===== src/rtl/target_select_rx_pkg.sv =====
// Shared types and field layout for the target-select UART receiver.
// Latency: n/a (types and helpers only). Backpressure: n/a.
package target_select_rx_pkg;

  typedef enum logic [2:0] {
    ST_IDLE,
    ST_START,
    ST_DATA,
    ST_STOP,
    ST_BREAK
  } rx_state_t;

  localparam logic [1:0] CMD_TAG       = 2'b11;
  localparam logic [7:0] DESELECT_BYTE = 8'h00;
  localparam int         ID_LSB        = 2;
  localparam int         ID_MSB        = 6;
  localparam int         ID_W          = ID_MSB - ID_LSB + 1;
  localparam int         CMD_RSVD_BIT  = 7;

  // A command carries the tag in the low bits and a clear reserved top bit.
  function automatic logic is_cmd(input logic [7:0] b);
    return (b[1:0] == CMD_TAG) && !b[CMD_RSVD_BIT];
  endfunction

  function automatic logic [ID_W-1:0] cmd_id(input logic [7:0] b);
    return b[ID_MSB:ID_LSB];
  endfunction

endpackage


===== src/rtl/target_select_rx_uart_rx_core.sv =====
// 8N1 UART deserializer: 2-flop synchronizer, framing FSM, baud/bit counters.
// Latency: good/frame_err pulse combinational on the mid-stop-bit sample cycle. Backpressure: none.
module target_select_rx_uart_rx_core
  import target_select_rx_pkg::*;
#(
  parameter int CLKS_PER_BIT = 10
) (
  input  logic       clk,
  input  logic       rst,
  input  logic       rx,
  output logic [7:0] data,
  output logic       byte_good,
  output logic       frame_err
);

  localparam int                CNT_W   = $clog2(CLKS_PER_BIT);
  localparam logic [CNT_W-1:0]  FULL_M1 = CNT_W'(CLKS_PER_BIT - 1);
  localparam logic [CNT_W-1:0]  HALF_M1 = CNT_W'(CLKS_PER_BIT / 2 - 1);

  logic             rx_meta;
  logic             rxs;
  rx_state_t        state;
  rx_state_t        state_nxt;
  logic [CNT_W-1:0] cnt;
  logic [CNT_W-1:0] cnt_nxt;
  logic [2:0]       bit_cnt;
  logic [2:0]       bit_nxt;
  logic [7:0]       shift;
  logic [7:0]       shift_nxt;

  // Both flops reset to the idle level so reset release never looks like a start bit.
  always_ff @(posedge clk) begin
    if (rst) begin
      rx_meta <= 1'b1;
      rxs     <= 1'b1;
    end else begin
      rx_meta <= rx;
      rxs     <= rx_meta;
    end
  end

  always_ff @(posedge clk) begin
    if (rst) begin
      state   <= ST_IDLE;
      cnt     <= '0;
      bit_cnt <= '0;
      shift   <= '0;
    end else begin
      state   <= state_nxt;
      cnt     <= cnt_nxt;
      bit_cnt <= bit_nxt;
      shift   <= shift_nxt;
    end
  end

  always_comb begin
    state_nxt = state;
    cnt_nxt   = cnt + 1'b1;
    bit_nxt   = bit_cnt;
    shift_nxt = shift;
    byte_good = 1'b0;
    frame_err = 1'b0;
    case (state)
      ST_IDLE: begin
        cnt_nxt = '0;
        if (!rxs) state_nxt = ST_START;
      end
      ST_START: begin
        // A start bit that is gone by mid-bit was a glitch.
        if (cnt == HALF_M1) begin
          cnt_nxt   = '0;
          bit_nxt   = '0;
          state_nxt = rxs ? ST_IDLE : ST_DATA;
        end
      end
      ST_DATA: begin
        if (cnt == FULL_M1) begin
          cnt_nxt   = '0;
          shift_nxt = {rxs, shift[7:1]};
          if (bit_cnt == 3'd7) state_nxt = ST_STOP;
          else                 bit_nxt   = bit_cnt + 3'd1;
        end
      end
      ST_STOP: begin
        if (cnt == FULL_M1) begin
          cnt_nxt = '0;
          if (rxs) begin
            byte_good = 1'b1;
            state_nxt = ST_IDLE;
          end else begin
            frame_err = 1'b1;
            state_nxt = ST_BREAK;
          end
        end
      end
      ST_BREAK: begin
        cnt_nxt = '0;
        if (rxs) state_nxt = ST_IDLE;
      end
      default: begin
        cnt_nxt   = '0;
        state_nxt = ST_IDLE;
      end
    endcase
  end

  assign data = shift;

endmodule


===== src/rtl/target_select_rx.sv =====
// Target-select command receiver: UART byte in, registered machine id / active flag out.
// Latency: all outputs registered on the stop-sample edge. Backpressure: none. Option: TARGET_ID_CHECK_EN.
module target_select_rx
  import target_select_rx_pkg::*;
#(
  parameter int CLK_FREQ = 100_000_000,
  parameter int BAUD     = 9600,
  parameter int MAX_ID   = 20
) (
  input  logic            clk,
  input  logic            rst,
  input  logic            rx,
  output logic [7:0]      rx_data,
  output logic            rx_valid,
  output logic [ID_W-1:0] target_id,
  output logic            target_active,
  output logic            target_strobe,
  output logic            frame_err,
  output logic            id_err
);

  localparam int              CLKS_PER_BIT = CLK_FREQ / BAUD;
  localparam logic [ID_W-1:0] MAX_ID_L     = ID_W'(MAX_ID);

  logic [7:0] core_data;
  logic       core_good;
  logic       core_ferr;
  logic       id_ok;

  target_select_rx_uart_rx_core #(
    .CLKS_PER_BIT(CLKS_PER_BIT)
  ) u_uart_rx_core (
    .clk       (clk),
    .rst       (rst),
    .rx        (rx),
    .data      (core_data),
    .byte_good (core_good),
    .frame_err (core_ferr)
  );

`ifdef TARGET_ID_CHECK_EN
  assign id_ok = (cmd_id(core_data) <= MAX_ID_L);

  always_ff @(posedge clk) begin
    if (rst) id_err <= 1'b0;
    else     id_err <= core_good && is_cmd(core_data) && !id_ok;
  end
`else
  // Without range checking every 5-bit id is a valid selection.
  logic unused_id_range;
  assign unused_id_range = (cmd_id(core_data) > MAX_ID_L);
  assign id_ok           = 1'b1;
  assign id_err          = 1'b0;
`endif

  always_ff @(posedge clk) begin
    if (rst) begin
      rx_data       <= 8'h00;
      rx_valid      <= 1'b0;
      target_id     <= '0;
      target_active <= 1'b0;
      target_strobe <= 1'b0;
      frame_err     <= 1'b0;
    end else begin
      rx_valid      <= 1'b0;
      target_strobe <= 1'b0;
      frame_err     <= core_ferr;
      if (core_good) begin
        rx_data  <= core_data;
        rx_valid <= 1'b1;
        if (core_data == DESELECT_BYTE) begin
          target_id     <= '0;
          target_active <= 1'b0;
          target_strobe <= 1'b1;
        end else if (is_cmd(core_data) && id_ok) begin
          // Re-selecting the same id still strobes so the consumer can resync.
          target_id     <= cmd_id(core_data);
          target_active <= 1'b1;
          target_strobe <= 1'b1;
        end
      end
    end
  end

endmodule


===== config.mk =====
export PLATFORM = sky130hd
export DESIGN_NAME = target_select_rx
export DESIGN_NICKNAME = d
export VERILOG_FILES = /design/src/rtl/target_select_rx_pkg.sv /design/src/rtl/target_select_rx_uart_rx_core.sv /design/src/rtl/target_select_rx.sv
export SDC_FILE = /design/constraint.sdc
export NUM_CORES = 1
export LEC_CHECK = 0
export BUFFER_PORTS_ARGS = -buffer_cell sky130_fd_sc_hd__buf_2
export CORE_UTILIZATION = 30
export CTS_BUF_LIST = sky130_fd_sc_hd__clkbuf_16
export CTS_CLUSTER_DIAMETER = 80
export CTS_CLUSTER_SIZE = 10
export DETAILED_ROUTE_END_ITERATION = 16
export PLACE_DENSITY = 0.57
export SETUP_SLACK_MARGIN = 0.4
export SLEW_MARGIN = 5
export SYNTH_ARGS = -nofsm -noshare
export SYNTH_HDL_FRONTEND = slang
export SYNTH_SLANG_ARGS = --single-unit

===== constraint.sdc =====
create_clock -name clk -period 2 [get_ports clk]
set_input_delay 0.1 -clock clk [delete_from_list [all_inputs] [get_ports clk]]
set_output_delay 0.1 -clock clk [all_outputs]
set_load 0.01 [all_outputs]

After elaboration in Yosys (flattened, before gate mapping). Cells that the tools add are included.

$add $sub $neg: 2. Equality and inequality tests: 15. Muxes and demuxes: 27. Bitwise gates (word level): 3. Reductions and logical operators: 13.

Operators by type and width (count): $mux 3 (10); $mux 14 (2); $pmux 14 s2 (1); $pmux 3 s5 (1); $add 14x1->14 const B (1); $eq 14x13->1 const B (1); $eq 14x14->1 const B (1); $mux 5 (2); $ne 2x1->1 const B (5); $mux 1 (9); $logic_not 8->1 (1); $eq 3x2->1 const B (2); $eq 3x3->1 const B (2); $pmux 3 s2 (1); $reduce_and 6->1 (1); $ne 2x2->1 const B (2); $reduce_and 2->1 (2); $reduce_and 4->1 (1); $reduce_bool 2->1 (2); $reduce_or 2->1 (2); $add 3x1->3 const B (1); $eq 3x1->1 const B (1); $logic_not 3->1 (1); $not 1->1 (3); 5 further kinds (5).

Register bits after elaboration: 47. Bits of input ports: 3. Output and inout port bits: 18.

Longest topological paths before layout.
Depth after elaboration: 5. Mapped depth: 8. Gate-level depth less buffers: 6.

Hierarchy. From an unflattened synthesis, not the netlist that was laid out.

Cells, all modules: 208. Area, all modules: 2049.5 µm².

Modules (own cells, without submodules): target_select_rx_uart_rx_core (times used 1, cells each 151, area an instance 1430.1 µm²); target_select_rx (times used 1, cells each 57, area an instance 619.3 µm²).

Least setup slack after synthesis. No wires, ideal clock.

Path type: register to register. From: register u_uart_rx_core.cnt[0]. To: register u_uart_rx_core.cnt[13]. Setup time: 0.062 ns. Arrival time: 1.894 ns. Required time: 1.938 ns. Setup slack: 0.044 ns. Stages on the path, launching flop included: 9. Period minus slack after synthesis: 1.956 ns. Cell sequence: dfxtp_1 -> ha_1 -> and4_1 -> nand4_2 -> a32oi_2 -> or4_4 -> buf_6 -> buf_12 -> nor2_4.

Cells in the longest elaborated chain, start to end: 3.

RTL lines: start, declared (line target_select_rx_uart_rx_core.sv:24) `logic [CNT_W-1:0] cnt;`; start signal, assigned (line target_select_rx_uart_rx_core.sv:50) `cnt <= cnt_nxt;`; $add 14x1->14 (tied with other cells) (line target_select_rx_uart_rx_core.sv:58) `cnt_nxt = cnt + 1'b1;`; $mux 14 (on tied branches) (line target_select_rx_uart_rx_core.sv:77, target_select_rx_uart_rx_core.sv:85, target_select_rx_uart_rx_core.sv:70); $pmux 14 s2 (*) (line target_select_rx_uart_rx_core.sv:63) `case (state)`.

Mark *: on every way between the ends. The rest lies on a longest branch, timed or not. A chain may end at the register's enable or synchronous reset.

Worst setup path in the final report.
From: register u_uart_rx_core.cnt[1]. To: register u_uart_rx_core.bit_cnt[0].

Cells in the longest elaborated chain, start to end: 3.

RTL lines: $eq 14x14->1 / $eq 14x13->1 (equally long branches) (line target_select_rx_uart_rx_core.sv:77, target_select_rx_uart_rx_core.sv:70); $ne 2x1->1 (no source line); $reduce_and 4->1 (no source line) (*); end signal, assigned (line target_select_rx_uart_rx_core.sv:51) `bit_cnt <= bit_nxt;`; end, declared (line target_select_rx_uart_rx_core.sv:26) `logic [2:0] bit_cnt;`.

Marks and branches as above.

==> impl_metrics.tcl <==
set metrics [dict create \
    design.core.area_um2 6830 \
    ys_dominant_reg_cell "dfxtp_1" \
    syn_area_per_cell_um2 10.0 \
    firstDrtPassIters 4 \
    cts_tree "built" \
    route.vias.total 1651 \
    yosysSeqAreaShare 0.441 \
    worstReg2RegEnd "u_uart_rx_core.bit_cnt[0]$_SDFFE_PP0P_" \
    r2r_slack_ns 0.22 \
    synth.cell_area_um2 2130 \
    tns_ns 0 \
    fin_crit_sh 0.892 \
    synthArstFlopShare 0 \
    cts_buffer_depth 2 \
    nFillCells 683 \
    fin_cells 361 \
    n_antenna_cell 0 \
    cts_buffers 5 \
    syn-num-nets 219 \
    drv_cap 0 \
    synth_warnings 0 \
    rsz0062_at_grt "yes" \
    ir_drop_mv 0.381 \
    fin_crit_ns 1.78 \
    cpPeakStageDelay_ns 0.43 \
    dpl_cell_area_um2 2360 \
    worst_setup_path_start_kind "flip-flop" \
    initial_core_util 0.312 \
    via_per_inst 4.57 \
    wl_per_cell_um 12.4 \
    hold_class "primary input to flip-flop" \
    ant_nets 0 \
    endpoint_kind "flip-flop" \
    root_buffer "clkbuf_16" \
    critical_path_buf_inv_count 1 \
    drc_errors 0 \
    dp_cells 324 \
    hold_viol 0 \
    final_layout_size_suffix_gt1_frac 0.392 \
    row_count 30 \
    grt_pass1_vias 1521 \
    die_x_um 86.4 \
    finClkSkew_ns 0.00756 \
    fp.dieH_um 86.4 \
    die_area_um2 7460 \
    syn_inst 213 \
    critPathKind "flip-flop to flip-flop" \
    cts.clk_slew.worst_paths_ns 0.07 \
    drv_slew 0 \
    worstPathCellList "ha_4 -> and3b_1 -> nand4_2 -> buf_6 -> o22a_1 -> or4_4 -> a21oi_2" \
    r2r_cells 7 \
    cp_top_family "simple AND/OR/NAND/NOR gates" \
    final_area_um2 2970 \
    cts.sinks 47 \
    cp_num_cells 7 \
    holdWs_ns 0.181 \
    crit_start "u_uart_rx_core.cnt[1]$_SDFF_PP0_" \
    routed_wl_um 4480 \
    dr.max_layer_used "met4" \
    slowest_stage "or4_4" \
    dpl_worst_slack_ns 0.170 \
    power_density_nw_per_um2 791 \
    grt_antenna_before_repair 0 \
    grt_pass1_wl_um 7330 \
    dpl.hpwl_um 2720 \
    wl_met2_um 2110 \
    layout_setup_ws_ns 0.215 \
    setup_violations 0 \
    dr_wl_met3_um 96 \
    io_buffer_count 19 \
    fin_util 0.435 \
    setup.worst_path.end "u_uart_rx_core.bit_cnt[0]$_SDFFE_PP0P_" \
    fin_total_pwr_mw 2.35 \
    synthDistinctLibCells 43 \
    synth-edff-count 0 \
    ys_seq_elements 47 \
    final_nets 270 \
    gr-total-overflow 0 \
    insertion_delay_ns 0.29 \
    gp_congestion 0.720 \
    cp_max_fo 3 \
    outcome "completed" \
    cp.required_ns 2.22 \
    r2r_start "u_uart_rx_core.cnt[1]$_SDFF_PP0_" \
    ios 21 \
    wl_met1_um 2140 \
    area_growth_pct 39.1 \
    crit_arrival_ns 2.01 \
    grtUsageTotal 0.126 \
    fmax_mhz 560 \
    leakage_nw 1.08 \
    htreeDepth 2 \
    grt_max_degree 21 \
    initialDrtViolationCount 85 \
]
[worst min path at each step]
stage | from | to | slack, ns | depth (start not counted)
after CTS | rst | rx_data[2]$_SDFFE_PP0P_ | 0.20 | 2
final | rst | rx_data[2]$_SDFFE_PP0P_ | 0.18 | 2
after floorplan | rx | u_uart_rx_core.rx_meta$_SDFF_PP1_ | 0.20 | 1
after global placement | rx | u_uart_rx_core.rx_meta$_SDFF_PP1_ | 0.29 | 2
after detailed placement | rx | u_uart_rx_core.rx_meta$_SDFF_PP1_ | 0.30 | 2
after global routing | rst | rx_data[2]$_SDFFE_PP0P_ | 0.20 | 2
[cells in the final DEF (no fill, tap or decap), drive strengths merged, types with 5 or more instances in the layout]
| cell | synthesis | layout |
|---|---|---|
| buf | 4 | 54 |
| dfxtp | 47 | 47 |
| nor2 | 46 | 46 |
| mux2i | 23 | 23 |
| nand2 | 8 | 8 |
| xor2 | 7 | 7 |
| xnor2 | 6 | 6 |
| nand3 | 6 | 6 |
| nand4 | 6 | 6 |
| clkbuf | 7 | 5 |
| nor3 | 5 | 5 |
| nor4 | 5 | 5 |
[per-layer routing]
metal  track usage  up-vias
met1         0.163      777
met3        0.0248       10
li1              -      843
met2         0.196       21
met5             0        -
met4        0.0742        0
[sequential cells by signal (all words and copies together) (netlist names)]
| signal | flops |
|---|---|
| target_id | 5 |
| u_uart_rx_core.rx_meta | 1 |
| u_uart_rx_core.rxs | 1 |
| target_strobe | 1 |
| rx_data | 8 |
| frame_err | 1 |
| rx_valid | 1 |
| u_uart_rx_core.state | 3 |
| target_active | 1 |
| u_uart_rx_core.data | 8 |
| u_uart_rx_core.cnt | 14 |
| u_uart_rx_core.bit_cnt | 3 |
[what timing repair did]
item,in CTS,in global routing
hold buffers,1,0
cloned,2,0
buffers inserted,21,5
pin swaps,14,14
gates resized for setup,17,18
hold endpoints to repair,1,0
setup endpoints to repair,40,43
[cell type report]
type | count | area [um^2] | share of cell area
well taps | 96 | 120 | 0.0405
repair buffers | 55 | 480 | 0.162
flip-flops and latches | 47 | 955 | 0.322
inverters | 3 | 11.3 | 0.00379
clock inverters | 3 | 46.3 | 0.0156
multi-input cells | 152 | 1230 | 0.415
clock buffers | 5 | 125 | 0.0421
[synth_stat cells (all sizes together) (3+ instances only)]
| cell | instances | area share |
|---|---|---|
| and4 | 4 | 0.016 |
| inv | 3 | 0.0053 |
| o21ai | 4 | 0.0094 |
| nor4 | 5 | 0.015 |
| nor2 | 46 | 0.12 |
| nand3 | 6 | 0.014 |
| a21oi | 4 | 0.0094 |
| nor3 | 5 | 0.017 |
| clkbuf | 7 | 0.012 |
| xor2 | 7 | 0.029 |
| dfxtp | 47 | 0.44 |
| nand2b | 3 | 0.0088 |
| nand4 | 6 | 0.026 |
| buf | 4 | 0.021 |
| xnor2 | 6 | 0.025 |
| nand2 | 8 | 0.014 |
| mux2i | 23 | 0.11 |
| ha | 3 | 0.018 |
[power by group]
part           internal (mW)  switching, mW  total (mW)
registers              0.952         0.0270       0.979
logic                  0.197          0.217       0.414
clock network          0.594          0.362       0.956
[cell families (layout without fill, tap and decap cells)]
family | after synthesis | count (layout) | synth area share
simple gates | 95 | 95 | 0.285
flops | 47 | 47 | 0.441
mux | 23 | 23 | 0.108
compound gates | 17 | 17 | 0.0557
buf+inv | 14 | 66 | 0.0381
xor+xnor | 13 | 13 | 0.0533
fa+ha+maj | 3 | 3 | 0.0176
other cells | 1 | 1 | 0.00176
No activity file was read; power rests on OpenSTA's default activity.
